**config.mk**
```make
export PLATFORM = sky130hd
export DESIGN_NAME = clock_enable_bank
export DESIGN_NICKNAME = d
export VERILOG_FILES = /design/src/rtl/clock_enable_pkg.sv /design/src/rtl/clock_enable_channel.sv /design/src/rtl/clock_enable_bank.sv
export SDC_FILE = /design/constraint.sdc
export NUM_CORES = 1
export LEC_CHECK = 0
export BUFFER_PORTS_ARGS = -buffer_cell sky130_fd_sc_hd__buf_4
export CAP_MARGIN = 20
export CORE_UTILIZATION = 40
export CTS_BUF_LIST = sky130_fd_sc_hd__clkbuf_16
export DETAILED_ROUTE_END_ITERATION = 8
export GPL_TIMING_DRIVEN = 0
export PLACE_DENSITY = 0.67
export REMOVE_ABC_BUFFERS = 1
export SYNTH_ARGS = -nofsm -noshare
export SYNTH_HDL_FRONTEND = slang
export SYNTH_SLANG_ARGS = --single-unit
```
**constraint.sdc**
```tcl
create_clock -name iCLOCK -period 7.3 [get_ports iCLOCK]
set_clock_uncertainty 0.05 [all_clocks]
set_input_delay 0.73 -clock iCLOCK [delete_from_list [all_inputs] [get_ports iCLOCK]]
set_output_delay 0.73 -clock iCLOCK [all_outputs]
set_load 0.03 [all_outputs]
```
**src/rtl/clock_enable_pkg.sv**
```systemverilog
// rtl/clock_enable_pkg.sv - shared definitions for the clock-enable bank
// Purpose: channel FSM state encoding, channel-index width helper and the
//          legal parameter ranges used by clock_enable_bank and
//          clock_enable_channel.
// Ports:   none (package).
package clock_enable_pkg;

   localparam int CEB_MIN_CHANNELS  = 1;
   localparam int CEB_MAX_CHANNELS  = 16;
   localparam int CEB_MIN_DIV_WIDTH = 2;
   localparam int CEB_MAX_DIV_WIDTH = 32;

   typedef enum logic [1:0] {
      CEB_OFF  = 2'd0,
      CEB_SYNC = 2'd1,
      CEB_LOCK = 2'd2
   } ceb_state_e;

   // A single channel still needs a one-bit select field.
   function automatic int ceb_ch_width(input int n);
      return (n > 1) ? $clog2(n) : 1;
   endfunction

endpackage

```
**src/rtl/clock_enable_channel.sv**
```systemverilog
// rtl/clock_enable_channel.sv - one programmable clock-enable tick channel
// Purpose: counter, active/pending divisor registers, OFF/SYNC/LOCK FSM and
//          optional square-wave toggle (CLOCK_ENABLE_BANK_TOGGLE_EN).
// Ports:   clk_i, rst_i    clock, asynchronous active-high reset
//          en_i            run enable (level)
//          wr_i, div_i     divisor write strobe and value
//          tick_o          one-cycle tick per period of div_act+1 cycles
//          locked_o        at least one tick since enable
//          pending_o       divisor write waiting for the next wrap
//          active_o        channel is not OFF
//          toggle_o        50% duty square wave (macro only)
module clock_enable_channel
   import clock_enable_pkg::*;
#(
   parameter int          P_DIV_WIDTH = 16,
   parameter int unsigned P_RESET_DIV = 0
)
(
   input  logic                   clk_i,
   input  logic                   rst_i,
   input  logic                   en_i,
   input  logic                   wr_i,
   input  logic [P_DIV_WIDTH-1:0] div_i,
   output logic                   tick_o,
   output logic                   locked_o,
   output logic                   pending_o,
   output logic                   active_o
`ifdef CLOCK_ENABLE_BANK_TOGGLE_EN
   ,
   output logic                   toggle_o
`endif
);

   localparam logic [P_DIV_WIDTH-1:0] RESET_DIV = P_DIV_WIDTH'(P_RESET_DIV);
   localparam logic [P_DIV_WIDTH-1:0] CNT_ONE   = P_DIV_WIDTH'(1);

   ceb_state_e             state_q, state_d;
   logic [P_DIV_WIDTH-1:0] cnt_q, cnt_d;
   logic [P_DIV_WIDTH-1:0] div_act_q, div_act_d;
   logic [P_DIV_WIDTH-1:0] div_pend_q, div_pend_d;
   logic                   pend_q, pend_d;
   logic                   tick_q, tick_d;

   always_comb begin
      state_d    = state_q;
      cnt_d      = cnt_q;
      div_act_d  = div_act_q;
      div_pend_d = div_pend_q;
      pend_d     = pend_q;
      tick_d     = 1'b0;

      if (!en_i) begin
         // Disabling drops any pending divisor; a write seen now behaves
         // like a write to an idle channel.
         state_d = CEB_OFF;
         cnt_d   = '0;
         pend_d  = 1'b0;
         if (wr_i) begin
            div_act_d = div_i;
         end
      end else begin
         case (state_q)
            CEB_OFF: begin
               state_d = CEB_SYNC;
               cnt_d   = '0;
               if (wr_i) begin
                  div_act_d = div_i;
               end
            end
            CEB_SYNC, CEB_LOCK: begin
               // cnt never exceeds div_act: div_act only changes while
               // cnt is 0, so the increment below cannot overflow.
               if (cnt_q == div_act_q) begin
                  tick_d  = 1'b1;
                  cnt_d   = '0;
                  state_d = CEB_LOCK;
                  if (pend_q) begin
                     div_act_d = div_pend_q;
                     pend_d    = 1'b0;
                  end
               end else begin
                  cnt_d = cnt_q + CNT_ONE;
               end
               // Placed after the wrap so a write on the wrap edge stays
               // pending for the following wrap; last write wins.
               if (wr_i) begin
                  div_pend_d = div_i;
                  pend_d     = 1'b1;
               end
            end
            default: begin
               state_d = CEB_OFF;
               cnt_d   = '0;
               pend_d  = 1'b0;
            end
         endcase
      end
   end

   always_ff @(posedge clk_i or posedge rst_i) begin
      if (rst_i) begin
         state_q    <= CEB_OFF;
         cnt_q      <= '0;
         div_act_q  <= RESET_DIV;
         div_pend_q <= RESET_DIV;
         pend_q     <= 1'b0;
         tick_q     <= 1'b0;
      end else begin
         state_q    <= state_d;
         cnt_q      <= cnt_d;
         div_act_q  <= div_act_d;
         div_pend_q <= div_pend_d;
         pend_q     <= pend_d;
         tick_q     <= tick_d;
      end
   end

   assign tick_o    = tick_q;
   assign locked_o  = (state_q == CEB_LOCK);
   assign pending_o = pend_q;
   assign active_o  = (state_q != CEB_OFF);

`ifdef CLOCK_ENABLE_BANK_TOGGLE_EN
   logic toggle_q, toggle_d;

   always_comb begin
      toggle_d = 1'b0;
      if (state_d != CEB_OFF) begin
         toggle_d = toggle_q ^ tick_d;
      end
   end

   always_ff @(posedge clk_i or posedge rst_i) begin
      if (rst_i) begin
         toggle_q <= 1'b0;
      end else begin
         toggle_q <= toggle_d;
      end
   end

   assign toggle_o = toggle_q;
`endif

endmodule

```
**src/rtl/clock_enable_bank.sv**
```systemverilog
// rtl/clock_enable_bank.sv - bank of programmable clock-enable tick channels
// Purpose: decodes divisor writes to P_CHANNELS clock_enable_channel
//          instances and reduces the all-locked indication. Optional
//          square-wave outputs with macro CLOCK_ENABLE_BANK_TOGGLE_EN.
// Ports:   iCLOCK, iRESET          clock, asynchronous active-high reset
//          iCONF_REQ/CH/DIV        single-cycle divisor write
//          iCH_EN                  per-channel run enable
//          oTICK, oLOCKED          per-channel tick and lock
//          oPENDING                per-channel divisor write pending
//          oALL_LOCKED             some channel enabled and all enabled locked
//          oTOGGLE                 per-channel square wave (macro only)
module clock_enable_bank
   import clock_enable_pkg::*;
#(
   parameter int          P_CHANNELS  = 4,
   parameter int          P_DIV_WIDTH = 16,
   parameter int unsigned P_RESET_DIV = 0
)
(
   input  logic                                iCLOCK,
   input  logic                                iRESET,
   input  logic                                iCONF_REQ,
   input  logic [ceb_ch_width(P_CHANNELS)-1:0] iCONF_CH,
   input  logic [P_DIV_WIDTH-1:0]              iCONF_DIV,
   input  logic [P_CHANNELS-1:0]               iCH_EN,
   output logic [P_CHANNELS-1:0]               oTICK,
   output logic [P_CHANNELS-1:0]               oLOCKED,
   output logic [P_CHANNELS-1:0]               oPENDING,
   output logic                                oALL_LOCKED
`ifdef CLOCK_ENABLE_BANK_TOGGLE_EN
   ,
   output logic [P_CHANNELS-1:0]               oTOGGLE
`endif
);

   localparam int CW = ceb_ch_width(P_CHANNELS);

   if (P_CHANNELS < CEB_MIN_CHANNELS || P_CHANNELS > CEB_MAX_CHANNELS) begin : g_bad_channels
      $error("clock_enable_bank: P_CHANNELS out of range");
   end
   if (P_DIV_WIDTH < CEB_MIN_DIV_WIDTH || P_DIV_WIDTH > CEB_MAX_DIV_WIDTH) begin : g_bad_width
      $error("clock_enable_bank: P_DIV_WIDTH out of range");
   end

   logic [P_CHANNELS-1:0] locked;
   logic [P_CHANNELS-1:0] active;
   logic                  all_locked_q, all_locked_d;

   // Indices >= P_CHANNELS match no channel, so such writes are dropped.
   for (genvar g = 0; g < P_CHANNELS; g++) begin : g_ch
      localparam logic [CW-1:0] CH_IDX = CW'(g);
      logic wr;

      assign wr = iCONF_REQ && (iCONF_CH == CH_IDX);

      clock_enable_channel #(
         .P_DIV_WIDTH (P_DIV_WIDTH),
         .P_RESET_DIV (P_RESET_DIV)
      ) u_ch (
         .clk_i     (iCLOCK),
         .rst_i     (iRESET),
         .en_i      (iCH_EN[g]),
         .wr_i      (wr),
         .div_i     (iCONF_DIV),
         .tick_o    (oTICK[g]),
         .locked_o  (locked[g]),
         .pending_o (oPENDING[g]),
         .active_o  (active[g])
`ifdef CLOCK_ENABLE_BANK_TOGGLE_EN
         ,
         .toggle_o  (oTOGGLE[g])
`endif
      );
   end

   // Built from registered channel state, hence the one-cycle lag.
   assign all_locked_d = (|active) && (&(locked | ~active));

   always_ff @(posedge iCLOCK or posedge iRESET) begin
      if (iRESET) begin
         all_locked_q <= 1'b0;
      end else begin
         all_locked_q <= all_locked_d;
      end
   end

   assign oLOCKED     = locked;
   assign oALL_LOCKED = all_locked_q;

endmodule

```
[After elaboration in Yosys (flattened, before gate mapping)]
Cells that the tools add are included.
W data, S select, Z words.
Storage, ports and cells
  register bits: 209
  bits in latches: 0
  bits in writable memories: 0
  ROM bits: 0
  output and inout bits: 13
  word-level logic and storage cells: 170
  memories kept: 0
Operators by class
  add/sub/neg operators: 4
  multiply operators: 0
  divide/modulo/power cells: 0
  $lt $le $gt $ge: 0
  eq/ne operators: 35
  shift-type cells: 0
  muxes and demuxes: 72
  bitwise gates (word level): 2
  reductions and logical operators: 32
Operator list (number)
  $mux W16: 28
  $pmux W16 S2: 4
  $add A16 B1 Y16 const B: 4
  $eq A16 B16 Y1: 4
  $mux W1: 24
  $ne A3 B2 Y1 const B: 8
  $reduce_and A3 Y1: 8
  $mux W2: 8
  $ne A4 B2 Y1 const B: 4
  $pmux W2 S2: 4
  $eq A2 B2 Y1 const B: 6
  $ne A3 B1 Y1 const B: 4
  $eq A2 B1 Y1 const B: 5
  $logic_not A2 Y1: 5
  $ne A2 B2 Y1 const B: 4
  $pmux W1 S2: 4
  $reduce_and A2 Y1: 4
  $reduce_bool A2 Y1: 4
  $reduce_or A2 Y1: 4
  $logic_and A1 B1 Y1: 5
  $not A4 Y4: 1
  $or A4 B4 Y4: 1
  $reduce_and A4 Y1: 1
  $reduce_or A4 Y1: 1

[Longest topological paths before layout]
Gate-level depths: netlist of run 1.
  depth after elaboration: 5
  gate-level depth with buffers: 8

[Cells and area by module]
Synthesis of run 1 repeated with hierarchy kept, for this count alone.
Second synthesis, totals
  cell total of the unflattened synthesis: 962
  area, all modules: 10789.1 um2
By module, submodules not included
  clock_enable_channel at g_ch[0].u_ch ...: instances 3, cells an instance 237, area each 2675.1 um2
  clock_enable_channel at g_ch[3].u_ch: instances 1, cells an instance 236, area each 2666.3 um2
  clock_enable_bank: instances 1, cells an instance 15, area each 97.6 um2

[Least setup slack after synthesis of run 1]
Ideal clock, no wire load.
  kind: input port to flip-flop
  from: input port iCONF_CH[0]
  to: register g_ch[0].u_ch.div_pend_q[0]
  library setup time: 125 ps
  arrival: 2052 ps
  path slack: 5073 ps
  cell stages on the path: 5
  path buffers: 2
  path through: or3b_1 > buf_2 > nor2_2 > buf_4 > mux2_2
On the way
  word-level cells in the longest chain between the ends: 3
Ends and longest elaborated chain
  from (decl): RTL line clock_enable_bank.sv:23  | input logic [ceb_ch_width(P_CHANNELS)-1:0] iCONF_CH,
  $logic_not A2 Y1: RTL line clock_enable_bank.sv:54  | assign wr = iCONF_REQ && (iCONF_CH == CH_IDX);
  $logic_and A1 B1 Y1: RTL line clock_enable_bank.sv:54
  $reduce_and A3 Y1 (no source line)
  to (signal assigned): RTL line clock_enable_channel.sv:112  | div_pend_q <= div_pend_d;
  to (decl): RTL line clock_enable_channel.sv:40  | logic [P_DIV_WIDTH-1:0] div_pend_q, div_pend_d;
No other way between the ends.
A chain may end at the register's enable or synchronous reset.

[Final worst setup path of run 1]
  from: input port iCONF_CH[1]
  to: register g_ch[1].u_ch.div_pend_q[13]
On the way
  word-level cells in the longest chain between the ends: 3
Ends and longest elaborated chain (RTL line)
  $eq A2 B1 Y1: clock_enable_bank.sv:54
  $logic_and A1 B1 Y1: clock_enable_bank.sv:54
  $reduce_and A3 Y1 (no source line)
  to (signal assigned): clock_enable_channel.sv:112
  to (decl): clock_enable_channel.sv:40
No other way between the ends.

==> results.py, run 1 <==
metrics = {
    "run_status": {
        "status": "completed",
    },
    "place": {
        "io_buffers": 37,
        "hpwl_mm": 14.6,
        "place_congestion": 0.793,
        "placed_area_mm2": 0.0109,
        "placed_cells": 1233,
    },
    "timing": {
        "max_freq_mhz": 382,
        "hold_viol_final": 0,
        "rsz0062_at_grt": "false",
        "hold_ws_ps": 253,
        "min_period_over_period_pct": 35.9,
        "min_period_ps": 2620,
        "maxSlewHeadroom_pct": 38.8,
        "tightest_slew_ps": 916,
        "setup-violations-final": 0,
        "drv_slew": 0,
    },
    "finish": {
        "drive_above_1_share_pct": 20.4,
        "design_area_mm2": 0.0116,
        "final_nets": 969,
        "fin_cells": 1271,
        "diodes": 0,
        "synthToLayoutAreaGrowth_pct": 11.3,
    },
    "worst_setup_path": {
        "end_kind": "flip-flop",
        "reg2reg_to": "g_ch[0].u_ch.div_pend_q[6]",
        "reg2reg_slack_ps": 4710,
        "path_class": "input port to flip-flop",
        "cp-start-kind": "input port",
        "required_ps": 7640,
        "crit_family": "simple AND/OR/NAND/NOR gates",
        "cp_slowest_cell": "nor2_2",
        "worst-path-buf-inv": 1,
        "path_max_fanout": 19,
        "timing.rr.start": "g_ch[0].u_ch.state_q[1]",
        "cp_cell_sequence": "buf_4 -> nand3b_1 -> nor2_2 -> mux2_2",
        "cpPeakStageDelay_ps": 980,
        "cp.arrival_ps": 2960,
        "rr_worst_depth": 5,
        "path_depth": 4,
    },
    "clocking": {
        "cts_buffer_depth": 3,
        "root_buffer": "clkbuf_16",
        "cts_resized": 0,
        "post_cts_buffers": 0,
        "clk_latency_ps": 510,
        "clkSinkCount": 209,
        "clk_pin_slew_worst_paths_ps": 60,
        "numCtsBuffers": 23,
        "htreeDepth": 1,
        "holdBufCountCts": 0,
        "cts_tree": "done",
    },
    "synthesis": {
        "synth_area_mm2": 0.0104,
        "synthTopCellsByArea": "dfrtp_1 (50%), xor2_1 (7.5%), mux2_2 (6.9%)",
        "yosys_warnings": 0,
        "synth_top_cells_by_count": "dfrtp_1 (209), xor2_1 (89), nor2_1 (78)",
        "synth-edff-count": 0,
        "yosysSeqAreaShare_pct": 50.1,
        "yosys.area.top_type": "dfrtp_1",
        "synth_ff_type": "dfrtp_1",
        "synthCells": 909,
        "netlist.area_leader.share_pct": 50.1,
        "async_reset_ff_share_pct": 100,
        "synth.distinct_cells": 38,
        "yosysMostFrequentCell": "dfrtp_1",
        "avgSynthCellArea_um2": 11.5,
        "synth-seq-cells": 209,
    },
    "drt": {
        "ant_nets": 0,
        "first_pass_iters": 4,
        "wire_per_inst_um": 17.6,
        "routed_wl_mm": 22.4,
        "num_vias": 6829,
        "drtIter0Drc": 352,
        "route.detailed.drc": 0,
        "routed_via_density": 5.37,
    },
    "floorplan": {
        "die_y_um": 163,
        "start_util_pct": 41.1,
        "rows": 58,
        "io_pins": 38,
        "die_area_mm2": 0.0267,
        "core_area_mm2": 0.0254,
        "fp.dieW_um": 163,
    },
    "power": {
        "power_mw": 3.34,
        "vdd_drop_max_mv": 0.152,
        "p_leak_nw": 5.07,
        "powerDensity_mw_per_mm2": 288,
    },
    "global_routing": {
        "grt_max_degree": 123,
        "grt_pass1_vias": 6993,
        "grt_pass1_wl_mm": 37.6,
        "overflow": 0,
        "grt_usage_pct": 17.8,
        "antenna_found_initial": 1,
    },
    "min_path": {
        "min_path_type": "input port to asynchronous set/reset pin",
    },
    "job": {
        "cap_violations": 0,
    },
}
[area by class of cell]
type | count | area (µm²)
fill | 2345 | 13800
sequential | 209 | 5230
multi-input combinational | 633 | 4830
clock buffer | 23 | 576
tap | 330 | 413
timing repair buffer | 40 | 328
clock inverter | 15 | 146
inverter | 21 | 86.3
[logic make-up after synthesis]
kind of cell,after synthesis,synth area share (%)
simple gates,276,13.7
flops,209,50.1
compound gates,153,13.3
xor+xnor,120,10.1
mux,68,7.29
buf+inv,67,3.55
fa+ha+maj,16,1.92
[per-stage QoR]
step,setup slack (ps),TNS (ps),utilization [%]
floorplan,811,0,-
global placement,-1640,-340900,42.6
detailed placement,4200,0,42.9
CTS,4700,0,45.7
global route,4500,0,45.7
finish,4680,0,45.7
[how the worst max path moves through the flow]
stage                                  from                           to  slack [ps]
floorplan                            iRESET        g_ch[0].u_ch.cnt_q[0]         810
global placement                     iRESET        g_ch[3].u_ch.cnt_q[7]       -1640
detailed placement              iCONF_CH[1]  g_ch[1].u_ch.div_pend_q[13]        4200
CTS                 g_ch[0].u_ch.state_q[1]   g_ch[0].u_ch.div_pend_q[6]        4700
global route        g_ch[1].u_ch.state_q[1]   g_ch[1].u_ch.div_pend_q[7]        4500
finish                          iCONF_CH[1]  g_ch[1].u_ch.div_pend_q[13]        4680
[routing by layer]
metal  global-route usage (%)  share of wire [%]
met1                     25.3                 47
met2                     27.6                 45
met3                     2.39                4.1
met4                     6.65                3.7
met5                        0                  0
[registers in the layout, indices dropped and copies added, names as in the netlist]
signal / count
g_ch.u_ch.cnt_q: 64
g_ch.u_ch.div_act_q: 64
g_ch.u_ch.div_pend_q: 64
g_ch.u_ch.pending_o: 4
g_ch.u_ch.state_q: 8
g_ch.u_ch.tick_o: 4
oALL_LOCKED: 1
[cells in the final DEF, fill, tap and decap left out, drive strengths merged, types with 4 or more instances in the layout]
master / n
a21oi: 4
a2bb2oi: 64
and2: 4
and3: 14
buf: 40
clkbuf: 23
clkinv: 7
dfrtp: 209
ha: 16
inv: 25
mux2: 64
mux2i: 4
nand2: 40
nand3: 25
nand4: 10
nor2: 80
nor3: 11
nor4: 21
o21a: 4
o21ai: 68
o22ai: 6
or3: 65
xnor2: 31
xor2: 89
[power breakdown]
part	switching, mW	internal [mW]	total (mW)
Sequential	0.170	1.41	1.58
Clock	0.466	0.674	1.14
Combinational	0.285	0.340	0.625
No activity file was read; power rests on OpenSTA's default activity.
==> run 2, diff against run 1 <==
PLACE_DENSITY = 0.69   (was 0.67)
clock period = 2.18 ns   (was 7.3 ns; I/O delays follow)
==> run 2 against run 1 <==
Design area up 5.1%. Worst hold slack worse by 240 ps. Non-clock buffer count is 34 higher. Power grew to 3.5 times the previous value. Cell count rose by 3.1%. Clock-buffer cell count is 2 higher. Sequential power grew to 3.3 times the previous value. Setup slack worse by 4500 ps. Via count increased by 2.2%. Die area stayed put. Wire length is 0.70% higher. Sequential share of layout area is 2.2 points lower. Largest power group unchanged. Highest routed layer unchanged.
==> results.py, run 2 (synthesis gave the netlist of run 1 again) <==
metrics = {
    "clocking": {
        "htreeDepth": 1,
        "root_buffer": "clkbuf_16",
        "cts_buffer_depth": 3,
        "cts_tree": "done",
        "numCtsBuffers": 24,
        "clk_pin_slew_worst_paths_ps": 60,
        "clk_latency_ps": 510,
        "clkSinkCount": 209,
    },
    "drt": {
        "routed_wl_mm": 22.6,
        "num_vias": 6981,
        "first_pass_iters": 4,
        "wire_per_inst_um": 17.2,
        "route.detailed.drc": 0,
        "drtIter0Drc": 333,
        "routed_via_density": 5.32,
        "ant_nets": 0,
    },
    "floorplan": {
        "io_pins": 38,
        "rows": 58,
        "core_area_mm2": 0.0254,
        "start_util_pct": 41.1,
        "die_area_mm2": 0.0267,
        "die_y_um": 163,
        "fp.dieW_um": 163,
    },
    "global_routing": {
        "grt_pass1_vias": 6821,
        "grt_usage_pct": 17.5,
        "antenna_found_initial": 0,
        "grt_pass1_wl_mm": 37.1,
        "grt_max_degree": 113,
        "overflow": 0,
    },
    "timing": {
        "maxSlewHeadroom_pct": 38.0,
        "min_period_over_period_pct": 93.4,
        "drv_slew": 0,
        "setup-violations-final": 0,
        "tightest_slew_ps": 928,
        "hold_viol_final": 0,
        "min_period_ps": 2040,
        "rsz0062_at_grt": "false",
        "max_freq_mhz": 491,
    },
    "job": {
        "cap_violations": 0,
    },
    "finish": {
        "final.fill_count": 2295,
        "layout_common_cells": "dfrtp_1 (209), xor2_1 (89), nor2_1 (76), or3_1 (65)",
        "fin_cells": 1311,
        "layout_commonest_cell": "dfrtp_1",
        "final_nets": 1004,
        "synthToLayoutAreaGrowth_pct": 16.9,
        "drive_above_1_share_pct": 23.1,
        "largestRegisters": "g_ch.u_ch.cnt_q x64, g_ch.u_ch.div_act_q x64, g_ch.u_ch.div_pend_q x64",
        "diodes": 0,
    },
    "worst_setup_path": {
        "path_class": "flip-flop to flip-flop",
        "reg2reg_slack_ps": 140,
        "path_max_fanout": 19,
        "end_kind": "flip-flop",
        "required_ps": 2530,
        "cp-start-kind": "flip-flop",
        "cp.arrival_ps": 2380,
    },
    "min_path": {
        "min_path_type": "input port to flip-flop",
    },
    "run_status": {
        "status": "completed",
    },
    "power": {
        "vdd_drop_max_mv": 0.502,
        "p_leak_nw": 5.32,
        "powerDensity_mw_per_mm2": 954,
        "power_mw": 11.6,
    },
    "place": {
        "placed_cells": 1233,
        "place_congestion": 0.814,
        "hpwl_mm": 14.7,
        "io_buffers": 37,
    },
}
run 2: cell types whose count changed in the layout (fill, tap and decap cells not counted), sizes merged:
cell         previous run  this run
bufinv                  3         4
clkbuf                 23        25
buf                    40        57
clkinv                  7        11
inv                    25        24
dlygate4sd3             0        17
run 2: power breakdown:
part	switching (mW)	leakage [nW]	internal, mW	total, mW
Clock	1.59	0.410	2.54	4.13
Sequential	0.582	2.72	4.71	5.29
Combinational	0.987	2.19	1.23	2.22
run 2: metal layers:
| layer | global-route usage (%) | wire [µm] | up-vias |
|---|---|---|---|
| met5 | 0 | 0 | - |
| met4 | 4.80 | 457 | 0 |
| met3 | 2.39 | 717 | 31 |
| met2 | 27.8 | 10600 | 105 |
| met1 | 24.9 | 10800 | 3515 |
| li1 | - | - | 3330 |
run 2: final cells by class:
type                            count  area [µm²]  area share (%)
Multi-Input combinational cell    633        4920            40.4
Timing Repair Buffer               74         731            5.99
Tap cell                          330         413            3.38
Sequential cell                   209        5230            42.9
Inverter                           21        86.3           0.708
Clock inverter                     19         190            1.56
Clock buffer                       25         626            5.13
run 2: what timing repair did:
item	CTS	global route
hold endpoints to repair	150	0
hold buffers	17	0
setup endpoints to repair	189	141
pin swaps	11	4
buffers inserted	12	5
resized for setup	18	7
run 2: path summary, 6_finish.rpt:
| check | start | to | cells after the start |
|---|---|---|---|
| worst min register to register | g_ch[0].u_ch.div_pend_q[8] | g_ch[0].u_ch.div_pend_q[8] | 1 |
| min in group asynchronous | iRESET | g_ch[1].u_ch.div_pend_q[3] | 3 |
| worst min-delay path | iCONF_DIV[8] | g_ch[0].u_ch.div_pend_q[8] | 2 |
| max in group asynchronous | iRESET | g_ch[2].u_ch.div_act_q[0] | 4 |
| worst max register to register | g_ch[3].u_ch.state_q[1] | g_ch[3].u_ch.div_pend_q[15] | 6 |
| worst max-delay path | g_ch[3].u_ch.state_q[1] | g_ch[3].u_ch.div_pend_q[15] | 6 |
run 2: through the flow:
step           hold WS (ps)  cell area, µm²  util [%]  TNS [ps]  setup slack (ps)
6_report               13.2           12200      48.0         0               143
5_1_grt                10.9           12200      48.0         0              9.12
4_1_cts               0.364           12100      47.8     -43.5             -43.5
3_5_place_dp            346           10900      42.8    -36160              -397
3_3_place_gp            434           10800      42.6  -1342320             -6220
2_1_floorplan           306           10100         -   -796790             -3800
run 2: critical path: stages (launching register included):
cell and delay (ps):
dfrtp_1 350, inv_1 80, ha_1 370, nand2_4 190
nor2_4 250, buf_4 270, mux2_2 350
